[src/rtl/frost32_mem_access_ctrl_pkg.sv]
// Shared CPU data-port types, controller state encodings and the lane helper.
// Contents: DataInoutAccessType/Size, StIdle/StWait/StDone state constants,
// the default mem_ack timeout, and byte_en_f (byte lanes from size and offset).
package PkgFrost32Cpu;

    typedef enum logic {
        DiatRead  = 1'b0,
        DiatWrite = 1'b1
    } DataInoutAccessType;

    typedef enum logic [1:0] {
        Dias32  = 2'd0,
        Dias16  = 2'd1,
        Dias8   = 2'd2,
        DiasBad = 2'd3
    } DataInoutAccessSize;

    localparam int unsigned STATE_W = 2;

    localparam logic [STATE_W-1:0] StIdle = 2'd0;
    localparam logic [STATE_W-1:0] StWait = 2'd1;
    localparam logic [STATE_W-1:0] StDone = 2'd2;

    localparam int unsigned TIMEOUT_CYCLES_DEFAULT = 255;

    // Little-endian byte lanes selected by an access of 'size' at byte offset 'off'.
    function automatic logic [3:0] byte_en_f(input logic [1:0] size, input logic [1:0] off);
        logic [3:0] be;
        case (size)
            Dias32:  be = 4'b1111;
            Dias16:  be = off[1] ? 4'b1100 : 4'b0011;
            Dias8:   be = 4'b0001 << off;
            default: be = 4'b0000;
        endcase
        return be;
    endfunction

endpackage

[src/rtl/frost32_mem_access_ctrl_lane_align.sv]
// Combinational lane steering between the CPU and a 32-bit little-endian memory.
// Ports: size/off select the lanes; store_data is right-justified CPU data;
// load_word is the raw memory word. Outputs: byte_en_c, store_lanes_c
// (store data replicated into every lane group), load_data_c (zero-extended).
module frost32_mem_lane_align
    import PkgFrost32Cpu::*;
(
    input  logic [1:0]  size,
    input  logic [1:0]  off,
    input  logic [31:0] store_data,
    input  logic [31:0] load_word,
    output logic [3:0]  byte_en_c,
    output logic [31:0] store_lanes_c,
    output logic [31:0] load_data_c
);

    assign byte_en_c = byte_en_f(size, off);

    // Replicating the store data means the byte enables alone pick the lane.
    always_comb begin
        store_lanes_c = '0;
        load_data_c   = '0;
        case (size)
            Dias32: begin
                store_lanes_c = store_data;
                load_data_c   = load_word;
            end
            Dias16: begin
                store_lanes_c = {2{store_data[15:0]}};
                load_data_c   = (load_word >> {off[1], 4'b0000}) & 32'h0000_FFFF;
            end
            Dias8: begin
                store_lanes_c = {4{store_data[7:0]}};
                load_data_c   = (load_word >> {off, 3'b000}) & 32'h0000_00FF;
            end
            default: begin
                store_lanes_c = '0;
                load_data_c   = '0;
            end
        endcase
    end

endmodule

[src/rtl/frost32_mem_access_ctrl.sv]
// Frost32 data-memory access controller: turns a CPU load/store request into a
// held mem_req/mem_ack handshake, stalls the CPU until it completes, and flags
// bad sizes and mem_ack timeouts with a one-cycle access_err in StDone.
// CPU side : cpu_req_mem_access, cpu_addr, cpu_wdata, cpu_access_type,
//            cpu_access_size in; cpu_rdata, cpu_stall (combinational), access_err out.
// Mem side : mem_req, mem_we, mem_word_addr, mem_byte_en, mem_wdata out;
//            mem_ack, mem_rdata in.
// Build option: FROST32_MEM_ALIGN_CHECK_EN makes misaligned 16/32-bit accesses
// errors; without it the offending low address bits are forced to zero.
module frost32_mem_access_ctrl
    import PkgFrost32Cpu::*;
#(
    parameter int unsigned TIMEOUT_CYCLES = TIMEOUT_CYCLES_DEFAULT
) (
    input  logic        clk,
    input  logic        rst,
    input  logic        cpu_req_mem_access,
    input  logic [31:0] cpu_addr,
    input  logic [31:0] cpu_wdata,
    input  logic        cpu_access_type,
    input  logic [1:0]  cpu_access_size,
    output logic [31:0] cpu_rdata,
    output logic        cpu_stall,
    output logic        access_err,
    output logic        mem_req,
    output logic        mem_we,
    output logic [29:0] mem_word_addr,
    output logic [3:0]  mem_byte_en,
    output logic [31:0] mem_wdata,
    input  logic        mem_ack,
    input  logic [31:0] mem_rdata
);

    // The counter only has to reach TIMEOUT_CYCLES-1 (the last waiting cycle).
    localparam int unsigned CNT_W = (TIMEOUT_CYCLES > 1) ? $clog2(TIMEOUT_CYCLES) : 1;
    localparam logic [CNT_W-1:0] CNT_LAST =
        CNT_W'((TIMEOUT_CYCLES > 0) ? (TIMEOUT_CYCLES - 1) : 0);

    logic [STATE_W-1:0] state_q, state_d;
    logic [CNT_W-1:0]   cnt_q, cnt_d;
    logic [1:0]         size_q, size_d;
    logic [1:0]         off_q, off_d;
    logic               mem_req_q, mem_req_d;
    logic               mem_we_q, mem_we_d;
    logic [29:0]        mem_word_addr_q, mem_word_addr_d;
    logic [3:0]         mem_byte_en_q, mem_byte_en_d;
    logic [31:0]        mem_wdata_q, mem_wdata_d;
    logic [31:0]        cpu_rdata_q, cpu_rdata_d;
    logic               access_err_q, access_err_d;

    logic [1:0]  req_off_c;
    logic        req_bad_c;
    logic [1:0]  lane_size_c;
    logic [1:0]  lane_off_c;
    logic [3:0]  lane_byte_en_c;
    logic [31:0] lane_wdata_c;
    logic [31:0] lane_rdata_c;

    // Offset actually used for lane selection: sub-size bits cleared for 16/32-bit.
    always_comb begin
        req_off_c = cpu_addr[1:0];
        if (cpu_access_size == Dias32) begin
            req_off_c = 2'b00;
        end else if (cpu_access_size == Dias16) begin
            req_off_c = {cpu_addr[1], 1'b0};
        end
    end

`ifdef FROST32_MEM_ALIGN_CHECK_EN
    logic misalign_c;

    always_comb begin
        misalign_c = 1'b0;
        if (cpu_access_size == Dias32) begin
            misalign_c = |cpu_addr[1:0];
        end else if (cpu_access_size == Dias16) begin
            misalign_c = cpu_addr[0];
        end
    end

    assign req_bad_c = (cpu_access_size == DiasBad) || misalign_c;
`else
    assign req_bad_c = (cpu_access_size == DiasBad);
`endif

    // One lane aligner serves both directions: live CPU fields while accepting,
    // latched fields while waiting for the load word.
    assign lane_size_c = (state_q == StIdle) ? cpu_access_size : size_q;
    assign lane_off_c  = (state_q == StIdle) ? req_off_c       : off_q;

    frost32_mem_lane_align u_lane_align (
        .size          (lane_size_c),
        .off           (lane_off_c),
        .store_data    (cpu_wdata),
        .load_word     (mem_rdata),
        .byte_en_c     (lane_byte_en_c),
        .store_lanes_c (lane_wdata_c),
        .load_data_c   (lane_rdata_c)
    );

    // Next-state and registered-output logic.
    always_comb begin
        state_d         = state_q;
        cnt_d           = cnt_q;
        size_d          = size_q;
        off_d           = off_q;
        mem_req_d       = mem_req_q;
        mem_we_d        = mem_we_q;
        mem_word_addr_d = mem_word_addr_q;
        mem_byte_en_d   = mem_byte_en_q;
        mem_wdata_d     = mem_wdata_q;
        cpu_rdata_d     = cpu_rdata_q;
        access_err_d    = 1'b0;

        case (state_q)
            StIdle: begin
                if (cpu_req_mem_access) begin
                    size_d = cpu_access_size;
                    off_d  = req_off_c;
                    if (req_bad_c) begin
                        state_d      = StDone;
                        access_err_d = 1'b1;
                        cpu_rdata_d  = '0;
                    end else begin
                        state_d         = StWait;
                        cnt_d           = '0;
                        mem_req_d       = 1'b1;
                        mem_we_d        = (cpu_access_type == DiatWrite);
                        mem_word_addr_d = cpu_addr[31:2];
                        mem_byte_en_d   = lane_byte_en_c;
                        mem_wdata_d     = lane_wdata_c;
                    end
                end
            end
            StWait: begin
                // An ack arriving on the final timeout cycle still completes normally.
                if (mem_ack) begin
                    state_d     = StDone;
                    mem_req_d   = 1'b0;
                    cpu_rdata_d = lane_rdata_c;
                end else if (cnt_q == CNT_LAST) begin
                    state_d      = StDone;
                    mem_req_d    = 1'b0;
                    access_err_d = 1'b1;
                    cpu_rdata_d  = '0;
                end else begin
                    cnt_d = cnt_q + CNT_W'(1);
                end
            end
            StDone: begin
                state_d = StIdle;
            end
            default: begin
                state_d   = StIdle;
                mem_req_d = 1'b0;
            end
        endcase
    end

    // State and output registers.
    always_ff @(posedge clk or posedge rst) begin
        if (rst) begin
            state_q         <= StIdle;
            cnt_q           <= '0;
            size_q          <= '0;
            off_q           <= '0;
            mem_req_q       <= 1'b0;
            mem_we_q        <= 1'b0;
            mem_word_addr_q <= '0;
            mem_byte_en_q   <= '0;
            mem_wdata_q     <= '0;
            cpu_rdata_q     <= '0;
            access_err_q    <= 1'b0;
        end else begin
            state_q         <= state_d;
            cnt_q           <= cnt_d;
            size_q          <= size_d;
            off_q           <= off_d;
            mem_req_q       <= mem_req_d;
            mem_we_q        <= mem_we_d;
            mem_word_addr_q <= mem_word_addr_d;
            mem_byte_en_q   <= mem_byte_en_d;
            mem_wdata_q     <= mem_wdata_d;
            cpu_rdata_q     <= cpu_rdata_d;
            access_err_q    <= access_err_d;
        end
    end

    // Stall is combinational so the CPU holds in the same cycle it asks.
    assign cpu_stall = !rst && ((state_q == StWait) ||
                                ((state_q == StIdle) && cpu_req_mem_access));

    assign cpu_rdata     = cpu_rdata_q;
    assign access_err    = access_err_q;
    assign mem_req       = mem_req_q;
    assign mem_we        = mem_we_q;
    assign mem_word_addr = mem_word_addr_q;
    assign mem_byte_en   = mem_byte_en_q;
    assign mem_wdata     = mem_wdata_q;

endmodule

[config.mk]
export PLATFORM = sky130hd
export DESIGN_NAME = frost32_mem_access_ctrl
export DESIGN_NICKNAME = d
export VERILOG_FILES = /design/src/rtl/frost32_mem_access_ctrl_pkg.sv /design/src/rtl/frost32_mem_access_ctrl_lane_align.sv /design/src/rtl/frost32_mem_access_ctrl.sv
export SDC_FILE = /design/constraint.sdc
export NUM_CORES = 1
export LEC_CHECK = 0
export ABC_AREA = 1
export CAP_MARGIN = 40
export CORE_ASPECT_RATIO = 0.7
export CORE_UTILIZATION = 49
export DETAILED_ROUTE_END_ITERATION = 8
export PLACE_DENSITY = 0.83
export SYNTH_ARGS = -nofsm -noshare
export SYNTH_HDL_FRONTEND = slang
export SYNTH_SLANG_ARGS = --single-unit
[constraint.sdc]
create_clock -name clk -period 7.7 [get_ports clk]
set_input_delay 0.77 -clock clk [delete_from_list [all_inputs] [get_ports clk]]
set_output_delay 0.77 -clock clk [all_outputs]
set_load 0.02 [all_outputs]
==> reports/qor.json <==
{
  "run_status": {"value": "finished, final reports clean"},
  "final_max_slew_viol_count": {"value": 0},
  "static-leakage-power": {"value": 4.197, "unit": "nW"},
  "clk_path_buf_depth": {"value": 2},
  "grt_pass1_wl": {"value": 26510, "unit": "um"},
  "area.growth.synth_to_final": {"value": 46.50, "unit": "%"},
  "cts_tree": {"value": "yes"},
  "setup-violations-final": {"value": 0},
  "worst_slew_pin_slew": {"value": 689.6, "unit": "ps"},
  "synth_top_flop_cell": {"value": "sky130_fd_sc_hd__dfrtp_1"},
  "finalHoldViolCount": {"value": 0},
  "initial_core_util": {"value": 51.13, "unit": "%"},
  "syn_warnings": {"value": 0},
  "postLayoutSetupSlackWorst": {"value": 4588, "unit": "ps"},
  "cts_made_buffers": {"value": 17},
  "htreeDepth": {"value": 4},
  "drt_pass1_iterations": {"value": 5},
  "drtAntennaViolNets": {"value": 0},
  "finalWorstPathRequiredPeriod": {"value": 3112, "unit": "ps"},
  "place_congestion": {"value": 0.8766},
  "total_die_area": {"value": 12140, "unit": "um2"},
  "worst_clock_skew": {"value": 7.938, "unit": "ps"},
  "max_transition_margin": {"value": 53.92, "unit": "%"},
  "vias": {"value": 5704},
  "grt_start_max_net_pins": {"value": 66},
  "number_of_enable_flip_flop_cells_after_synthesis": {"value": 0},
  "layout-drive-gt1-share": {"value": 7.016, "unit": "%"},
  "drc": {"value": 0},
  "cts_setup_buffers": {"value": 0},
  "final_nets": {"value": 1047},
  "maxCapViolCount": {"value": 0},
  "dpl.hpwl": {"value": 11230, "unit": "um"},
  "clkSinkCount": {"value": 115},
  "timing.hold.worst.class": {"value": "flip-flop to flip-flop"},
  "crit_path_top_delay_cell": {"value": "sky130_fd_sc_hd__buf_4"},
  "fin_tns_setup": {"value": 0, "unit": "ps"},
  "power.density": {"value": 445.3, "unit": "nW/um2"},
  "cp.arrival": {"value": 3400, "unit": "ps"},
  "setup.worst_path.class": {"value": "input port to flip-flop"},
  "mappedNetlistArea": {"value": 5732, "unit": "um2"},
  "count_of_cell_types_in_the_netlist": {"value": 33},
  "die_y": {"value": 92.49, "unit": "um"},
  "floorplan.io_pins": {"value": 205},
  "initialDrtViolationCount": {"value": 424},
  "cts_root_buffer": {"value": "sky130_fd_sc_hd__clkbuf_16"},
  "cts-hold-fix-buffers": {"value": 0},
  "std_cell_rows": {"value": 32},
  "first_global_vias": {"value": 5328},
  "max_clock_freq": {"value": 0.3214, "unit": "GHz"},
  "gr-total-overflow": {"value": 0},
  "grt_antenna_before_repair": {"value": 0},
  "setup.worst_path.start_class": {"value": "input port"},
  "postRouteWirelength": {"value": 16390, "unit": "um"},
  "timing.critical_path.fanout_max": {"value": 65},
  "detail_routed_net_length_per_standard_cell": {"value": 14.79, "unit": "um"},
  "async_reset_ff_share": {"value": 100.0, "unit": "%"},
  "post_synth.cell_area_avg": {"value": 7.642, "unit": "um2"},
  "clk_latency_worst_skew_pair": {"value": 410, "unit": "ps"},
  "antennaDiodeCount": {"value": 0},
  "synth.net_count": {"value": 855},
  "timing.critical_path.to_type": {"value": "flip-flop"},
  "totalPowerFinal": {"value": 3.739, "unit": "mW"},
  "clk_transition_reported_paths": {"value": 50, "unit": "ps"},
  "ir_drop": {"value": 0.2237, "unit": "mV"},
  "synth-seq-area-share": {"value": 50.21, "unit": "%"},
  "period_share": {"value": 40.41, "unit": "%"},
  "synth_seq_cells": {"value": 115},
  "number_of_buffers_inserted_by_port_buffering": {"value": 204},
  "timing.critical_path.slowest_cell_delay": {"value": 530, "unit": "ps"},
  "worst_ep_required_time": {"value": 7990, "unit": "ps"},
  "floorplan.core_area": {"value": 11210, "unit": "um2"},
  "dp_worst_setup_slack": {"value": 4199, "unit": "ps"},
  "per_cell_via_count_in_the_routed_design": {"value": 5.148},
  "cts-resized-gates": {"value": 0},
  "grt_util_all_layers": {"value": 27.89, "unit": "%"},
  "rsz0062_at_grt": {"value": "no"},
  "syn-instance-count": {"value": 750},
  "cell_by_cell_trace_of_the_critical_path": {"value": "clkdlybuf4s50_1 -> nand2_1 -> nor2_4 -> buf_4 -> inv_2 -> buf_4 -> nand2_4 -> inv_2 -> nand2_1 -> o21ai_1"},
  "die_boundary_width": {"value": 131.3, "unit": "um"}
}
## placed cells by master, fill, tap and decap left out, drive strengths merged
| cell | netlist | final |
|---|---|---|
| clkdlybuf4s50 | 0 | 204 |
| a21oi | 6 | 6 |
| dfrtp | 115 | 115 |
| nand3 | 76 | 76 |
| a31oi | 8 | 8 |
| clkinv | 0 | 6 |
| nor2 | 23 | 23 |
| bufinv | 0 | 3 |
| or2 | 2 | 2 |
| ha | 2 | 2 |
| a22o | 1 | 1 |
| nand4 | 10 | 10 |
| nor3 | 1 | 1 |
| buf | 26 | 4 |
| a21o | 1 | 1 |
| clkbuf | 9 | 23 |
| inv | 56 | 56 |
| o31ai | 2 | 2 |
| o21ai | 39 | 39 |
| a31o | 1 | 1 |
| xor2 | 3 | 3 |
| nand2 | 369 | 369 |
## flip-flops by register name, indices dropped and copies added (netlist names)
register	cells
access_err	1
size_q	2
cnt_q	8
mem_byte_en	4
off_q	2
cpu_rdata	32
mem_word_addr	30
state_q	2
mem_req	1
mem_wdata	32
mem_we	1
## layout make-up
type / count / area, um2
flip-flops and latches: 115 / 2878
clock buffers: 23 / 478.0
repair buffers: 208 / 2085
clock inverters: 9 / 127.6
inverters: 56 / 215.2
multi-input cells: 544 / 2422
well taps: 153 / 191.4
fillers: 861 / 2814
## per-stage QoR
stage               hold slack (ps)  cells  cell area [um2]  utilization (%)
CTS                           470.5   1108             8397            74.90
floorplan                     449.4    750             5732                -
global route                  487.0   1108             8397            74.90
global placement              453.6   1075             7771            69.32
detailed placement            457.3   1076             7791            69.50
finish                        468.4   1108             8397            74.90
## cell usage after synthesis (5+ instances only)
cell type | instances | area (um2)
sky130_fd_sc_hd__nand4_1 | 9 | 56.30
sky130_fd_sc_hd__dfrtp_1 | 115 | 2878
sky130_fd_sc_hd__inv_1 | 47 | 176.4
sky130_fd_sc_hd__buf_2 | 16 | 80.08
sky130_fd_sc_hd__nand2_2 | 8 | 50.05
sky130_fd_sc_hd__a31oi_1 | 8 | 50.05
sky130_fd_sc_hd__o21ai_0 | 28 | 140.1
sky130_fd_sc_hd__nor2_1 | 18 | 67.56
sky130_fd_sc_hd__a21oi_1 | 5 | 25.02
sky130_fd_sc_hd__inv_2 | 8 | 30.03
sky130_fd_sc_hd__nand3_1 | 74 | 370.4
sky130_fd_sc_hd__clkbuf_1 | 9 | 33.78
sky130_fd_sc_hd__buf_6 | 8 | 90.09
sky130_fd_sc_hd__o21ai_1 | 11 | 55.05
sky130_fd_sc_hd__nand2_1 | 358 | 1344
## final timing paths
kind                                         start                end  slack, ps  depth (start not counted)
worst max register to register          state_q[1]           cnt_q[7]       4680                         10
worst min register to register   mem_word_addr[24]  mem_word_addr[24]        470                          2
worst max-delay path            cpu_req_mem_access           cnt_q[7]       4590                         10
max in group asynchronous                      rst      cpu_rdata[28]       5860                          4
min in group asynchronous                      rst      mem_wdata[12]        720                          2
worst min-delay path             mem_word_addr[24]  mem_word_addr[24]        470                          2
## logic make-up (layout without fill, tap and decap cells)
group / Yosys count / in the layout / synth area share [%]
simple gates: 481 / 481 / 35.54
flops: 115 / 115 / 50.21
buf+inv: 91 / 296 / 7.662
compound gates: 58 / 58 / 5.697
xor+xnor: 3 / 3 / 0.4585
fa+ha+maj: 2 / 2 / 0.4365
## where the power goes
group | internal [mW] | leakage, nW | total (mW) | switching (mW)
sequential | 0.873 | 1.47 | 1.03 | 0.158
combinational | 0.742 | 2.42 | 1.91 | 1.17
clock | 0.533 | 0.301 | 0.798 | 0.265
## per-layer routing
| metal | GRT usage (%) | routed length, um | vias to the layer above |
|---|---|---|---|
| li1 | - | - | 2744 |
| met1 | 38.20 | 7354 | 2671 |
| met2 | 43.53 | 7330 | 267 |
| met3 | 6.951 | 1472 | 22 |
| met4 | 9.302 | 234 | 0 |
| met5 | 0 | 0 | - |
## critical path: cells and delay by family
| kind | cells | cell delay, ps |
|---|---|---|
| buffers and inverters | 5 | 1890 |
| and+or+nand+nor | 4 | 580 |
| AOI/OAI and AO/OA | 1 | 60 |
No activity file was read; power rests on OpenSTA's default activity.
